### src/rtl/prog_mem_reader.sv
// Program-memory read-back engine: walks the program memory from address 0 and
// streams every word MSB-first as bytes on a valid/ready interface.
module prog_mem_reader #(
   parameter int NB_ADDR   = 5,
   parameter int NB_DATA   = 32,
   parameter int NB_BYTE   = 8,
   parameter int MEM_DEPTH = 32
) (
   input  logic               i_clock,
   input  logic               i_reset,
   input  logic               i_start,
   output logic               o_mem_rd_enb,
   output logic [NB_ADDR-1:0] o_mem_rd_addr,
   input  logic [NB_DATA-1:0] i_mem_rd_data,
   output logic [NB_BYTE-1:0] o_tx_data,
   output logic               o_tx_valid,
   input  logic               i_tx_ready,
   output logic               o_busy,
   output logic               o_done,
   output logic [NB_ADDR:0]   o_word_count
);

   // state     | meaning
   // ST_IDLE   | waiting for i_start
   // ST_READ   | read strobe for current address
   // ST_WAIT   | synchronous RAM latency, word captured at end of cycle
   // ST_SEND   | bytes offered to TX, MSB first
   // ST_NEXT   | stop on terminator / last address, else advance
   // ST_DONE   | one-cycle completion pulse

   localparam int NBYTES = NB_DATA / NB_BYTE;
   localparam int NB_SEL = (NBYTES > 1) ? $clog2(NBYTES) : 1;
   localparam logic [NB_SEL-1:0]  FIRST_SEL = NB_SEL'(NBYTES - 1);
   localparam logic [NB_ADDR-1:0] LAST_ADDR = NB_ADDR'(MEM_DEPTH - 1);

   typedef enum logic [2:0] {
      ST_IDLE,
      ST_READ,
      ST_WAIT,
      ST_SEND,
      ST_NEXT,
      ST_DONE
   } state_t;

   state_t             state;
   state_t             state_next;
   logic [NB_ADDR-1:0] addr;
   logic [NB_SEL-1:0]  byte_sel;
   logic [NB_DATA-1:0] word;
   logic [NB_ADDR:0]   word_count;
   logic               tx_fire;
   logic               last_byte;
   logic               stop;

   // byte_sel counts down to 0, so it is directly the byte lane to send
   assign tx_fire       = (state == ST_SEND) && i_tx_ready;
   assign last_byte     = (byte_sel == '0);
   assign stop          = (word == '0) || (addr == LAST_ADDR);
   assign o_tx_data     = NB_BYTE'(word >> (byte_sel * NB_BYTE));
   assign o_mem_rd_addr = addr;
   assign o_busy        = (state != ST_IDLE);
   assign o_word_count  = word_count;

   always_ff @(posedge i_clock or negedge i_reset) begin
      if (!i_reset) begin
         state <= ST_IDLE;
      end else begin
         state <= state_next;
      end
   end

   always_comb begin
      state_next   = state;
      o_mem_rd_enb = 1'b0;
      o_tx_valid   = 1'b0;
      o_done       = 1'b0;
      case (state)
         ST_IDLE: begin
            if (i_start) state_next = ST_READ;
         end
         ST_READ: begin
            o_mem_rd_enb = 1'b1;
            state_next   = ST_WAIT;
         end
         ST_WAIT: begin
            state_next = ST_SEND;
         end
         ST_SEND: begin
            o_tx_valid = 1'b1;
            if (i_tx_ready && last_byte) state_next = ST_NEXT;
         end
         ST_NEXT: begin
            state_next = stop ? ST_DONE : ST_READ;
         end
         ST_DONE: begin
            o_done     = 1'b1;
            state_next = ST_IDLE;
         end
         default: begin
            state_next = ST_IDLE;
         end
      endcase
   end

   always_ff @(posedge i_clock or negedge i_reset) begin
      if (!i_reset) begin
         addr       <= '0;
         byte_sel   <= '0;
         word       <= '0;
         word_count <= '0;
      end else begin
         if ((state == ST_IDLE) && i_start) begin
            addr       <= '0;
            byte_sel   <= FIRST_SEL;
            word_count <= '0;
         end
         if (state == ST_WAIT) begin
            word     <= i_mem_rd_data;
            byte_sel <= FIRST_SEL;
         end
         if (tx_fire) begin
            if (last_byte) begin
               word_count <= word_count + 1'b1;
            end else begin
               byte_sel <= byte_sel - 1'b1;
            end
         end
         if ((state == ST_NEXT) && !stop) begin
            addr <= addr + 1'b1;
         end
      end
   end

endmodule

### config.mk
export PLATFORM = sky130hd
export DESIGN_NAME = prog_mem_reader
export DESIGN_NICKNAME = d
export VERILOG_FILES = /design/src/rtl/prog_mem_reader.sv
export SDC_FILE = /design/constraint.sdc
export NUM_CORES = 1
export LEC_CHECK = 0
export ABC_AREA = 1
export CORE_ASPECT_RATIO = 1.75
export CORE_MARGIN = 8
export CORE_UTILIZATION = 49
export DETAILED_ROUTE_END_ITERATION = 12
export GPL_ROUTABILITY_DRIVEN = 0
export PLACE_DENSITY_LB_ADDON = 0.15
export SLEW_MARGIN = 30
export SYNTH_ARGS = -nofsm -noshare
export SYNTH_HDL_FRONTEND = slang
export SYNTH_SLANG_ARGS = --single-unit
### constraint.sdc
create_clock -name i_clock -period 1.7 [get_ports i_clock]
set_input_delay 0.34 -clock i_clock [delete_from_list [all_inputs] [get_ports i_clock]]
set_output_delay 0.34 -clock i_clock [all_outputs]
set_load 0.01 [all_outputs]
==> impl_metrics.yaml <==
outcome:
  outcome: "finished, violations left"
  violations: "negative setup slack"
grt:
  gr-usage-met2_pct: 33.8
  grt_usage_pct: 17.7
  grt-ovfl-total: 0
  met3_usage_pct: 4.79
  met1_usage_pct: 17.1
  grt_pass1_vias: 2457
  grt-busiest-layer: "met2"
  grt_max_degree: 49
  grt_pass1_wl_um: 11100
  antenna_found_initial: 0
routing:
  vias: 2288
  wire_per_inst_um: 16.3
  first_pass_iters: 4
  detail-route-antenna-nets: 0
  vias_per_cell: 5.49
  routed_wl_um: 6790
  drcViolationCount: 0
  drt_first_iter_violations: 167
floorplanning:
  start_util_pct: 50.0
  dieArea_um2: 7590
  ios: 59
  die_w_um: 69.4
  core.rowCount: 34
  die_h_um: 109
  core_region_area_um2: 4890
cts:
  cts.path.max_buffers: 2
  cts_made_buffers: 5
  cts_root_buf: "clkbuf_8"
  clkLatencyLatePin_ns: 0.30
  h-tree-depth: 2
  cts.clk_slew.worst_paths_ns: 0.09
  cts.sinks: 48
  cts_tree: "done"
job:
  maxCapViolCount: 0
cells_and_area:
  final_layout_size_suffix_gt1_share_pct: 24.8
  area_growth_syn_to_layout_pct: 38.4
  seq_area_um2: 1200
  fin_cells: 417
  multiInputGateArea_um2: 1140
  final_cell_mix: "46 x dfrtp_1, 45 x clkdlybuf4s50_1, 43 x nor2_1, 40 x nand2_1"
  antennaDiodeCount: 0
  nets: 402
  final_common_cell: "dfrtp_1"
  fillers: 414
power:
  p_leak_nw: 1.55
  p_per_area_nw_per_um2: 1730
  finalPower_mw: 5.86
  vdd_drop_max_v: 0.00148
setup_path:
  crit_chain: "buf_6, buf_4, nor2_2, o22ai_1, buf_2"
  r2r_start: "byte_sel[0]"
  critical_path_class: "reg -> out"
  cp_top_family: "flip-flops"
  crit_required_ns: 1.36
  critPathCaptureType: "output pin"
  r2r_slack_ns: 0.12
  reg2reg_depth: 10
  reg2reg_to: "o_word_count[4]"
  crit_slowest_cell: "dfrtp_2"
  cp_data_arrival_time_ns: 1.39
  path_max_fanout: 6
  worstSetupStartpointType: "register"
  crit_path_max_incr_delay_ns: 0.47
  critical_path_buf_inv_count: 3
timing:
  worst_slack_ns: -0.0278
  min_period_ns: 1.73
  max_clock_freq_ghz: 0.579
  slew_viol_final: 0
  fin_crit_sh_pct: 102
  fin_worst_skew_ns: 0.00589
  worstMarginPinSlew_ns: 0.269
  hold_viol_final: 0
  rsz0062_at_grt: "true"
  setup_violations: 5
  slew_headroom_pct: 82.1
synthesis:
  synth_edf_count: 0
  syn-num-nets: 320
  ys_ff_latch: 48
  async_flop_share_pct: 100
  ys.flop_type: "dfrtp_1"
  yosys_warnings: 0
  seq_area_frac_synth_pct: 49.1
  syn-cell-area_um2: 2440
  syn_inst: 281
  synth_cell_type_count: 22
  synth_area_per_cell_um2: 8.70
min_path:
  hp-class: "in -> async"
placed_design:
  io_buffers: 58
  dp_hpwl_um: 4730
  placed_cells: 398
-- report_power, final --
part / internal (mW) / switching, mW / leakage (nW)
sequential: 1.65 / 0.499 / 0.574
combinational: 1.49 / 1.56 / 0.935
clock: 0.281 / 0.374 / 0.0410
-- cell type report --
cell class                 count  area share (%)
timing repair buffer          83            22.6
multi-input combinational    194            33.8
clock buffer                   6            2.14
tap                           54            2.00
sequential                    48            35.6
timing repair inverter         1           0.222
clock inverter                 1           0.148
inverter                      30            3.55
-- through the flow --
stage	hold WS (ns)	instance area [µm²]	setup TNS, ns	worst slack, ns	utilization, %
after floorplan	0.0444	2440	0	0.239	-
after global placement	0.344	3180	-0.581	-0.0888	65.0
after detailed placement	0.348	3180	-0.774	-0.113	65.0
after CTS	0.0263	3290	-0.101	-0.0594	67.3
after global routing	0.0390	3380	-0.584	-0.106	69.2
final	0.0159	3380	-0.0806	-0.0278	69.2
-- timing repair --
item,4_1_cts,5_1_grt
gates resized for setup,51,28
pin swaps,0,7
buffers inserted,7,4
endpoints found under the setup margin,12,12
gates cloned,2,0
hold buffers,0,0
-- synthesized netlist by cell type, types with 4 or more instances --
| library cell | n | area (µm²) |
|---|---|---|
| nor2_1 | 46 | 173 |
| a21oi_1 | 23 | 115 |
| dfrtp_1 | 48 | 1200 |
| nand3_1 | 15 | 75.1 |
| buf_2 | 5 | 25.0 |
| nand2_1 | 41 | 154 |
| o22ai_1 | 4 | 25.0 |
| mux2_2 | 24 | 270 |
| o21ai_0 | 19 | 95.1 |
| inv_1 | 28 | 105 |
| nand4_1 | 7 | 43.8 |
| clkbuf_1 | 4 | 15.0 |
-- how the worst max path moves through the flow --
| stage | slack (ns) | start | cells past startpoint | to |
|---|---|---|---|---|
| floorplan | 0.24 | o_mem_rd_addr[0] | 8 | o_mem_rd_addr[0] |
| global placement | -0.09 | byte_sel[0] | 4 | o_tx_data[7] |
| detailed placement | -0.11 | byte_sel[1] | 5 | o_tx_data[5] |
| CTS | -0.06 | byte_sel[0] | 5 | o_tx_data[0] |
| global route | -0.11 | byte_sel[0] | 5 | o_tx_data[6] |
| finish | -0.03 | byte_sel[0] | 5 | o_tx_data[0] |
-- routing by layer --
metal	vias to the layer above	part of all wire, %
met3	14	5.2
met5	-	0
met1	1107	36
met4	0	2.4
li1	1094	-
met2	73	57
-- cell families (layout without fill, tap and decap cells) --
group / after synthesis / after routing / synth area share (%)
xor+xnor: 2 / 2 / 0.717
flops: 48 / 48 / 49.1
mux: 24 / 24 / 11.1
compound gates: 48 / 48 / 10.2
fa+ha+maj: 3 / 3 / 1.54
simple gates: 117 / 117 / 21.1
buf+inv: 39 / 121 / 6.24
-- state kept, by name, summed over array words and instances (netlist names) --
name / flops
byte_sel: 2
o_mem_rd_addr: 5
o_word_count: 6
word: 32
state: 3
(Power assumes the default switching activity.)
